[src/rtl/fu_issue_scheduler.sv]
// Oldest-first issue scheduler: picks the ready RS entry closest to the ROB head
// and holds the issued op in a one-entry output register toward the functional unit.
module fu_issue_scheduler #(
  parameter int NUM_REQ   = 4,
  parameter int ROB_IDX_W = 4,
  parameter int PAYLOAD_W = 64,
  localparam int SRC_W    = $clog2(NUM_REQ)
) (
  input  logic                           in_clk,
  input  logic                           in_rst,
  input  logic [NUM_REQ-1:0]             in_req_valid,
  input  logic [NUM_REQ*ROB_IDX_W-1:0]   in_req_rob_idx,
  input  logic [NUM_REQ*PAYLOAD_W-1:0]   in_req_payload,
  input  logic [ROB_IDX_W-1:0]           in_rob_head,
  input  logic                           in_flush,
  input  logic                           in_fu_ready,
  output logic [NUM_REQ-1:0]             out_req_grant,
  output logic                           out_fu_valid,
  output logic [ROB_IDX_W-1:0]           out_fu_rob_idx,
  output logic [PAYLOAD_W-1:0]           out_fu_payload,
  output logic [SRC_W-1:0]               out_fu_src,
  output logic [31:0]                    out_issue_count
);

  // Handshakes: RS side, out_req_grant[i] is the same-cycle accept of in_req_valid[i]
  // (entry deallocates at that edge); FU side, an op transfers on any edge where
  // out_fu_valid && in_fu_ready, and the held op never changes while it is waiting.

  logic                 any_valid;
  logic [SRC_W-1:0]     win_idx;
  logic [ROB_IDX_W-1:0] win_rob;
  logic [PAYLOAD_W-1:0] win_payload;
  logic [ROB_IDX_W-1:0] best_age;
  logic [ROB_IDX_W-1:0] age;
  logic                 can_accept;
  logic                 issue;
  logic                 drain;

  // Age is the modular distance from the head, so wrap-around needs no special case.
  // Strict less-than keeps the lowest index on a duplicate-age tie.
  always_comb begin
    any_valid   = 1'b0;
    win_idx     = '0;
    win_rob     = '0;
    win_payload = '0;
    best_age    = '0;
    age         = '0;
    for (int i = 0; i < NUM_REQ; i++) begin
      age = in_req_rob_idx[i*ROB_IDX_W +: ROB_IDX_W] - in_rob_head;
      if (in_req_valid[i] && (!any_valid || (age < best_age))) begin
        any_valid   = 1'b1;
        best_age    = age;
        win_idx     = SRC_W'(i);
        win_rob     = in_req_rob_idx[i*ROB_IDX_W +: ROB_IDX_W];
        win_payload = in_req_payload[i*PAYLOAD_W +: PAYLOAD_W];
      end
    end
  end

  assign can_accept = !out_fu_valid || in_fu_ready;
  assign issue      = any_valid && can_accept && !in_flush && in_rst;
  assign drain      = out_fu_valid && in_fu_ready;

  always_comb begin
    out_req_grant = '0;
    if (issue) out_req_grant[win_idx] = 1'b1;
  end

  // A flush drops the held op without counting it; the data fields stay stale.
  always_ff @(posedge in_clk or negedge in_rst) begin
    if (!in_rst) begin
      out_fu_valid    <= 1'b0;
      out_fu_rob_idx  <= '0;
      out_fu_payload  <= '0;
      out_fu_src      <= '0;
      out_issue_count <= '0;
    end else if (in_flush) begin
      out_fu_valid <= 1'b0;
    end else begin
      if (drain) out_issue_count <= out_issue_count + 32'd1;
      if (issue) begin
        out_fu_valid   <= 1'b1;
        out_fu_rob_idx <= win_rob;
        out_fu_payload <= win_payload;
        out_fu_src     <= win_idx;
      end else if (drain) begin
        out_fu_valid <= 1'b0;
      end
    end
  end

endmodule
[config.mk]
export PLATFORM = sky130hd
export DESIGN_NAME = fu_issue_scheduler
export DESIGN_NICKNAME = d
export VERILOG_FILES = /design/src/rtl/fu_issue_scheduler.sv
export SDC_FILE = /design/constraint.sdc
export NUM_CORES = 1
export LEC_CHECK = 0
export ABC_CLOCK_PERIOD_IN_PS = 7390
export CAP_MARGIN = 20
export CORE_AREA = 2 2 152 154
export CTS_CLUSTER_SIZE = 30
export DETAILED_ROUTE_END_ITERATION = 10
export DIE_AREA = 0 0 154 156
export GPL_ROUTABILITY_DRIVEN = 0
export PLACE_DENSITY = 0.74
export SYNTH_ARGS = -nofsm -noshare
export SYNTH_HDL_FRONTEND = slang
export SYNTH_SLANG_ARGS = --single-unit
[constraint.sdc]
create_clock -name in_clk -period 7.39 [get_ports in_clk]
set_clock_uncertainty 0.1 [all_clocks]
set_input_delay 0.739 -clock in_clk [delete_from_list [all_inputs] [get_ports in_clk]]
set_output_delay 0.739 -clock in_clk [all_outputs]
set_load 0.02 [all_outputs]
======== Word level (Yosys, flattened, before mapping) ========
Cells that the tools add are included.
word-level totals
  flip-flop bits (word level) ............. 103
  input bits .............................. 284
  logic and storage cells ................. 60
cells by class
  add/sub/neg operators ................... 5
  magnitude comparators ................... 5
  muxes and demuxes ....................... 24
  bitwise logic cells ..................... 1
  reduce and logical (&&, ||, !) cells .... 20
operators by type and width
  operator               number
  $mux 64                4
  $add 32x1->32 const B  1
  $mux 4                 8
  $sub 4x4->4            4
  $lt 4x4->1             3
  $mux 1                 9
  $logic_and 1x1->1      8
  $logic_not 1->1        5
  $logic_or 1x1->1       4
  $mux 2                 2
  $reduce_and 2->1       2
  $lt 2x3->1 const B     1
  $reduce_bool 3->1      1
  $demux 1 s2            1
  $ge 2x1->1 const B     1
  $not 1->1              1

======== Depth between registers and ports, before layout ========
Gate-level depths: netlist of the first run.
  word-level depth ........................ 19
  mapped depth ............................ 32
  mapped depth without buffers ............ 27

======== Worst setup path after synthesis of the first run ========
No wires, ideal clock.
  path kind ............................... input port to output port
  start ................................... input in_rob_head[1]
  end ..................................... output out_req_grant[3]
  arrival time ............................ 6.361 ns
  slack ................................... 0.190 ns
  cell stages on the path ................. 27
  buffers on the path ..................... 4
  cell sequence ........................... inv_1 > ha_1 > a21o_1 > a21oi_1 > xnor2_1 > inv_1 > ha_1 > a211oi_2 > o21a_1 > o21bai_1 > buf_2 > mux2_2 > ha_1 > o211ai_1 > a21oi_1 > a21boi_0 > nand2b_1 > clkbuf_1 > nor2_1 > a21o_1 > ha_1 > or4_1 > a21oi_1 > a32o_1 > buf_2 > clkbuf_1 > nor2b_1
between the ends
  word-level cells in the longest chain between the ends .. 19
  elaborated cells between the ends (all ways) .. 33
  those cells by class .................... 4 x add/sub; 5 x order compare; 12 x mux; 12 x reduce/logical
RTL lines
  what                                                                   RTL line  RTL
  start: declaration                                                     14        input logic [ROB_IDX_W-1:0] in_rob_head,
  $sub 4x4->4                                                            49        age = in_req_rob_idx[i*ROB_IDX_W +: ROB_IDX_W] - in_rob_head;
  $mux 4                                                                 50        if (in_req_valid[i] && (!any_valid || (age < best_age))) begin
  $lt 4x4->1                                                             50
  $logic_or 1x1->1                                                       50
  $logic_and 1x1->1                                                      50
  $mux 4 / $mux 1 (equally long branches)                                50
  $lt 4x4->1 / $logic_not 1->1 (equally long branches)                   50
  $logic_or 1x1->1                                                       50
  [... 3 more ...]                                                       -
  $logic_or 1x1->1                                                       50
  $logic_and 1x1->1                                                      50
  $mux 2                                                                 50
  $lt 2x3->1 (not written as such) / $ge 2x1->1 (equally long branches)  66        if (issue) out_req_grant[win_idx] = 1'b1;
  $logic_and 1x1->1 (not written as such)                                66
  $mux 1 (not written as such)                                           66
  $demux 1 s2                                                            66
  $mux 4 *                                                               66
  end: declaration                                                       17        output logic [NUM_REQ-1:0] out_req_grant,
Every way passes the cells marked *; elsewhere a longest branch is shown, timed or not.

======== Worst setup path in the final report of the first run ========
  start ................................... input in_req_rob_idx[5]
  end ..................................... output out_req_grant[0]
between the ends
  word-level cells in the longest chain between the ends .. 18
  elaborated cells between the ends (all ways) .. 29
  those cells by class .................... 1 x add/sub; 5 x order compare; 11 x mux; 12 x reduce/logical
RTL lines
  what                                                                   RTL line  RTL
  start: declaration                                                     12        input logic [NUM_REQ*ROB_IDX_W-1:0] in_req_rob_idx,
  $sub 4x4->4 *                                                          49
  $lt 4x4->1                                                             50
  $logic_or 1x1->1                                                       50
  $logic_and 1x1->1                                                      50
  $mux 4 / $mux 1 (equally long branches)                                50
  $lt 4x4->1 / $logic_not 1->1 (equally long branches)                   50
  $logic_or 1x1->1                                                       50
  $logic_and 1x1->1                                                      50
  [... 2 more ...]                                                       -
  $logic_or 1x1->1                                                       50
  $logic_and 1x1->1                                                      50
  $mux 2                                                                 50
  $lt 2x3->1 (not written as such) / $ge 2x1->1 (equally long branches)  66
  $logic_and 1x1->1 (not written as such)                                66
  $mux 1 (not written as such)                                           66
  $demux 1 s2                                                            66
  $mux 4 *                                                               66
Marks and branches as above.

==> flow_summary.rst, run 1 <==
.. list-table::
   :header-rows: 1

   * - Metric
     - Value
   * - Status
     - complete, no violations
   * - Master of the slowest instance on the critical path
     - sky130_fd_sc_hd__or4_1
   * - Via count of the first global-routing pass
     - 7234
   * - Yosys cell types
     - 46
   * - Fin cells
     - 1367
   * - Total of warnings raised by yosys
     - 0
   * - Most used flip-flop cell after synthesis
     - sky130_fd_sc_hd__dfrtp_1
   * - Clock tree from TritonCTS
     - built
   * - Pin count of the biggest net entering global routing
     - 74
   * - Number of I/O port buffers
     - roughly 400
   * - Nature of the critical path startpoint
     - input pin
   * - Areal power density over the cells
     - 256.4 nW/um2
   * - CTS H-tree depth
     - 3
   * - Worst reg2reg endpoint
     - out_fu_payload[32]
   * - Layout cells sized above 1
     - 0.1073
   * - Num Clock Sinks
     - approximately 100
   * - I/O pin count
     - 391
   * - Hold Fails Final Rpt
     - 0
   * - TritonCTS buffer count
     - 9
   * - Most area-consuming cells after synthesis
     - sky130_fd_sc_hd__dfrtp_1 36%, sky130_fd_sc_hd__o211ai_2 12%, sky130_fd_sc_hd__mux2i_1 9.6%
   * - Number of cells traversed by the worst register-to-register path
     - 7
   * - Most instantiated library cell after synthesis
     - sky130_fd_sc_hd__dfrtp_1
   * - Detail-routed net length per standard cell
     - between 15 and 20 um
   * - Cells after synthesis
     - roughly 720
   * - Die Area
     - ~24000 um2
   * - Area of the placeable core
     - between 20000 and 25000 um2
   * - Post-synthesis async set-or-reset flop share
     - 1.000
   * - Number of antenna violations at the first check in global routing
     - 1
   * - Count of standard-cell rows
     - 55
   * - Synth Cell Area
     - between 7000 and 8000 um2
   * - Final setup viols
     - 0
   * - Final Cycle Share
     - 0.9539
   * - Synth Area per Inst
     - 9.917 um2
   * - Drt via density
     - about 5.2
   * - Post-synth top area cell
     - sky130_fd_sc_hd__dfrtp_1
   * - Die W
     - 154 um
   * - Clock Latency Late Sink
     - around 0.35 ns
   * - Arrival time of the worst setup path
     - 6.21 ns
   * - Worst Slack Setup Final
     - roughly 0.34 ns
   * - Req. time, crit path
     - roughly 6.6 ns
   * - Via count
     - ~7000
   * - Router iterations before antenna repair
     - 5
   * - Final-layout setup total negative slack
     - 0 ns
   * - Reg2Reg Launch Point
     - out_fu_valid
   * - Sequential fraction of the synthesis area
     - 0.3630
   * - Unrepaired setup endpoints after global routing
     - no
   * - Clock Tree Root
     - sky130_fd_sc_hd__clkbuf_16
   * - FMAX
     - roughly 0.14 GHz
   * - Residual DRC
     - 0
   * - Worst rel slew slack
     - 0.4232
   * - Cell repeated most along the worst path
     - sky130_fd_sc_hd__ha_1
   * - Number of buffers added to fix hold violations after cts
     - 0
   * - Kind of capture point of the worst setup path
     - output pin
   * - Commonest cells in the synthesized netlist
     - 103 x sky130_fd_sc_hd__dfrtp_1, 97 x sky130_fd_sc_hd__nand2_1, 81 x sky130_fd_sc_hd__nand3_1
   * - Layout Nets
     - around 1400
   * - DP Cell Count
     - around 1300
   * - Worst IR Drop VDD
     - 0.0001177 V
   * - Class of the worst hold path
     - in2async
   * - Setup slack of the most critical reg-to-reg path
     - between 4 and 5 ns
   * - Flop and latch count out of synthesis
     - a little over 100
   * - Count of antenna-violating nets left after detailed routing
     - 0
   * - Slowest cell delay on critical path
     - ~0.50 ns
   * - Crit Path Max Fanout
     - 7
   * - Routed wire length
     - around 27 mm
   * - Number of flops mapped to enable cells by yosys
     - 0
   * - Leakage power figure
     - about 5.2 nW
   * - Post-placement worst setup slack
     - -0.07480 ns
   * - Layout-stage area growth over the synthesis result
     - 62.89%
   * - Clock slew at reported path FFs
     - ~0.080 ns
   * - Number of nets produced by synthesis
     - around 1000
   * - Worst slew pin tran
     - 0.8634 ns
   * - Gr usage total
     - 0.2129
   * - Initial Util
     - 0.3175
   * - First-pass GRT wire length
     - around 40 mm
   * - Number of violations of the max-capacitance limit
     - 0
   * - Clock tree buffer depth
     - 2
   * - Kind of critical path
     - in2out
   * - Pins Over Slew Limit
     - 0
   * - Fraction of post-synthesis cell area in the top cell type by area
     - 0.3630
   * - Minimum clock period
     - 7.049 ns
   * - Total congestion overflow
     - 0
   * - Height of the die
     - 156 um
   * - DRT iter0 DRCs
     - 254
   * - Estimated wirelength of the detail-placed design
     - approximately 20 mm
-- flip-flops by register name, summed over array words and instances (netlist names) --
name	cells
out_fu_src	2
out_fu_rob_idx	4
out_issue_count	32
out_fu_payload	64
out_fu_valid	1
-- per-layer routing --
layer / wire (um) / part of all wire / track usage / vias up
met5: 0 / 0 / 0 / -
met4: 605 / 0.023 / 0.06142 / 0
met3: 2224 / 0.084 / 0.05694 / 34
met2: 13650 / 0.51 / 0.3891 / 326
met1: 10080 / 0.38 / 0.2442 / 3426
li1: - / - / - / 3351
-- cell families (layout without fill, tap and decap cells) --
group                    count (synthesis)  after routing  share of synthesized area
AO/OA/AOI/OAI                          171            171                     0.2358
XOR/XNOR                                43             43                    0.05304
adder cells (fa/ha/maj)                 26             26                    0.05004
buffers and inverters                   72            437                    0.04881
flip-flops                             103            103                     0.3630
multiplexers                            69             69                    0.09744
other                                    0              1                          0
AND/OR/NAND/NOR                        232            232                     0.1519
-- worst max-delay path by stage --
stage                      startpoint          endpoint
finish              in_req_rob_idx[5]  out_req_grant[0]
global route        in_req_rob_idx[5]  out_req_grant[2]
CTS                 in_req_rob_idx[5]  out_req_grant[0]
detailed placement  in_req_rob_idx[5]  out_req_grant[3]
floorplan              in_rob_head[1]  out_req_grant[3]
global placement    in_req_rob_idx[5]  out_req_grant[3]
-- cells in the final DEF, fill, tap and decap left out, types with 4 or more instances in the layout --
master,instances
sky130_fd_sc_hd__o211ai_2,67
sky130_fd_sc_hd__clkbuf_16,9
sky130_fd_sc_hd__ha_1,22
sky130_fd_sc_hd__buf_4,16
sky130_fd_sc_hd__o21ai_0,6
sky130_fd_sc_hd__nor2_1,17
sky130_fd_sc_hd__a22o_1,68
sky130_fd_sc_hd__xor2_1,14
sky130_fd_sc_hd__nor2b_1,4
sky130_fd_sc_hd__clkdlybuf4s50_1,385
sky130_fd_sc_hd__o21a_1,4
sky130_fd_sc_hd__dfrtp_1,103
sky130_fd_sc_hd__mux2i_1,68
sky130_fd_sc_hd__inv_1,14
sky130_fd_sc_hd__nand2b_1,4
sky130_fd_sc_hd__nand4_1,6
sky130_fd_sc_hd__xnor2_1,29
sky130_fd_sc_hd__nand3_1,81
sky130_fd_sc_hd__fa_1,4
sky130_fd_sc_hd__a21oi_1,11
sky130_fd_sc_hd__nand2_1,97
sky130_fd_sc_hd__a21o_1,5
-- area by class of cell --
type | instances | area, um2
well taps | 285 | 356.6
diodes | 1 | 2.502
multi-input cells | 541 | 4230
repair buffers | 406 | 4036
clock inverters | 7 | 81.33
fillers | 2045 | 10800
flip-flops and latches | 103 | 2577
clock buffers | 9 | 225.2
inverters | 15 | 56.30
-- worst max-delay path: cells and delay by family --
family | cells | cell delay [ns]
mux | 1 | 0.38
compound gates | 11 | 1.81
buf+inv | 3 | 0.78
simple gates | 5 | 1.12
fa+ha+maj | 4 | 1.17
xor+xnor | 1 | 0.19
-- per-stage QoR --
stage               area, um2  hold WS [ns]    util  power, mW
floorplan                7101        0.3434       -      1.727
global placement        11240        0.3598  0.5026      2.453
detailed placement      11240        0.3669  0.5026      2.482
CTS                     11560        0.3276  0.5169      2.996
global route            11560        0.3463  0.5170      3.124
finish                  11570        0.3045  0.5171      2.965
-- report_power, final --
part	internal, mW	switching, mW	total (mW)
clock network	0.243	0.250	0.492
registers	0.738	0.113	0.851
logic	0.773	0.849	1.62
-- what timing repair did --
item                       in CTS  in global routing
gates resized for setup         4                  5
setup endpoints to repair       4                  4
buffers inserted                1                  0
hold endpoints to repair        0                  0
Power figures use the tool's default switching activity.
==> run 2, diff against run 1 <==
- SLEW_MARGIN: default -> 30
==> results of run 2 <==
The final DEF is identical to that of run 1; final timing and power are the same.
==> patch, RTL diff (settings of run 1) <==
`ROB_IDX_W`: 4 -> 5.
--- a/src/rtl/fu_issue_scheduler.sv
+++ b/src/rtl/fu_issue_scheduler.sv
@@ -2,7 +2,7 @@
 // and holds the issued op in a one-entry output register toward the functional unit.
 module fu_issue_scheduler #(
   parameter int NUM_REQ   = 4,
-  parameter int ROB_IDX_W = 4,
+  parameter int ROB_IDX_W = 5,
   parameter int PAYLOAD_W = 64,
   localparam int SRC_W    = $clog2(NUM_REQ)
 ) (
Ports: changed (resized in_req_rob_idx, in_rob_head and out_fu_rob_idx); port bits go from 391 to 397. No check against the original RTL was run, so the function may have changed too.
==> patch against run 1 <==
  * Synthesized area increased by 2.1%
  * Critical path depth increased by 5
  * Design area rose by 3.8%
  * Count of clock-buffer cells in the layout stayed put
  * Routed wire length rose by 8.9%
  * Combinational power grew 6%
  * Critical endpoint is now out_req_grant[1]
  * Setup slack worse by 0.16 ns
  * Sequential cell count grew 1
  * Power up 4.0%
==> patch: results (changes against run 1) <==
* Fin nets at 1463 (was 1386)
* Largest net degree at the start of global routing at 64 (was 74)
* Cell Count, Final, Fillers Out at 1433 (was 1367)
* Vias at 7535 (was 7137)
* Met1 usage at 26.6% (was 24.4%)
* Top Registers: out_fu_payload (64), out_issue_count (32), out_fu_rob_idx (5) (was out_fu_payload (64), out_issue_count (32), out_fu_rob_idx (4))
* Fillers at 2080 (was 2045)
* Area grow syn2layout at 65.5% (was 62.9%)
* Minimum clock period at 7.20 ns (was 7.05 ns)
* Post-placement cell area at 0.0116 mm2 (was 0.0112 mm2)
* Vias in the first global route at 7586 (was 7234)
* Synth top cells by count: 104 x dfrtp_1, 95 x nand2_1, 86 x nor2_1, 70 x mux2_2, 69 x a221o_1 (was 103 x dfrtp_1, 97 x nand2_1, 81 x nand3_1, 68 x a22o_1, 68 x mux2i_1)
* CP arrival at 6.37 ns (was 6.21 ns)
* Worst Max-Slew Pin Slew at 1.05 ns (was 0.863 ns)
* Crit Path Max Fanout at 8 (was 7)
* Fraction of area in registers at 21.7% (was 22.3%)
* Detailed-route wire length per cell at 20.2 um (was 19.4 um)
* Diode count at 2 (was 1)
* Worst R2R Start: out_fu_valid (unchanged)
* Worst-path clk slew at 0.08 ns (about the same)
* Buffers, non-clock at 434 (was 406)
* Logic inverters at 16 (was 15)
* Initial antenna violation count at 3 (was 1)
* First-pass GRT wire length at 42.9 mm (was 40.0 mm)
* Met3 Usage GRT at 5.86% (was 5.69%)
* Critical Path Start: in_req_rob_idx[0] (was in_req_rob_idx[5])
* Iter 0 DRT Violations at 422 (was 254)
* Reg2Reg Depth at 6 (was 7)
* Comb_multi_in at 576 (was 541)
* Worst hold slack at 0.314 ns (was 0.305 ns)
* Synthesized area per cell at 9.63 um2 (was 9.92 um2)
* Met2 Use GR at 41.0% (was 38.9%)
* Synth area leaders: dfrtp_1 36%, mux2_2 11%, a221o_1 9.5% (was dfrtp_1 36%, o211ai_2 12%, mux2i_1 9.6%)
* DP HPWL at 22.1 mm (was 20.3 mm)
* Mux cell area share after synthesis at 11.0% (was 9.74%)
* Setup crit end: out_req_grant[1] (was out_req_grant[0])
* Sequential element share of the synthesized area at 35.9% (was 36.3%)
* Critical Path Max Stage Delay at 0.42 ns (was 0.50 ns)
* Adder-Cell Fraction of Synth Area at 6.11% (was 5.00%)
* Post-Place Worst Slack at -0.426 ns (was -0.0748 ns)
* Compound-Gate Fraction of Synth Area at 22.7% (was 23.6%)
* Slowest stage cell, crit path: clkdlybuf4s50_1 (was or4_1)
* GR Util All Layers at 23.0% (was 21.3%)
* Reg2reg setup slack at 4.15 ns (was 4.75 ns)
* Synth Net Count at 1075 (was 1026)
* Post-synthesis xor/xnor area fraction at 5.56% (was 5.30%)
* Outcome: complete, no violations (unchanged)
* Peak supply drop at 0.107 mV (was 0.118 mV)
* Non-clk buf share at 35.2% (was 34.9%)
* CTS Sinks at 104 (was 103)
* LEAKAGE at 5.00 nW (was 5.16 nW)
* Multi-input gate area at 0.00443 mm2 (was 0.00423 mm2)
==> patch: cell count changes in the layout (fill, tap and decap cells not counted), sizes merged, moves of 67 or more <==
cell and delta:
nand3 -73, a221o +69, mux2 +69, nor2 +68
o211ai -68, mux2i -67
==> patch: timing repair <==
action	in CTS	in global routing
setup endpoints to repair	4	4
pin swaps	6	6
setup buffers	2	1
resized for setup	9	15
endpoints found under the hold margin	0	0
==> patch: routing by layer <==
| metal | up-vias | share of wire (%) |
|---|---|---|
| li1 | 3566 | - |
| met1 | 3598 | 39 |
| met2 | 325 | 50 |
| met3 | 44 | 7.9 |
| met4 | 2 | 2.7 |
| met5 | - | 0.045 |
==> patch: power breakdown <==
| group | switching (mW) | leakage [nW] | internal (mW) |
|---|---|---|---|
| combinational | 0.823 | 3.50 | 0.883 |
| clock | 0.262 | 0.152 | 0.246 |
| sequential | 0.121 | 1.35 | 0.749 |
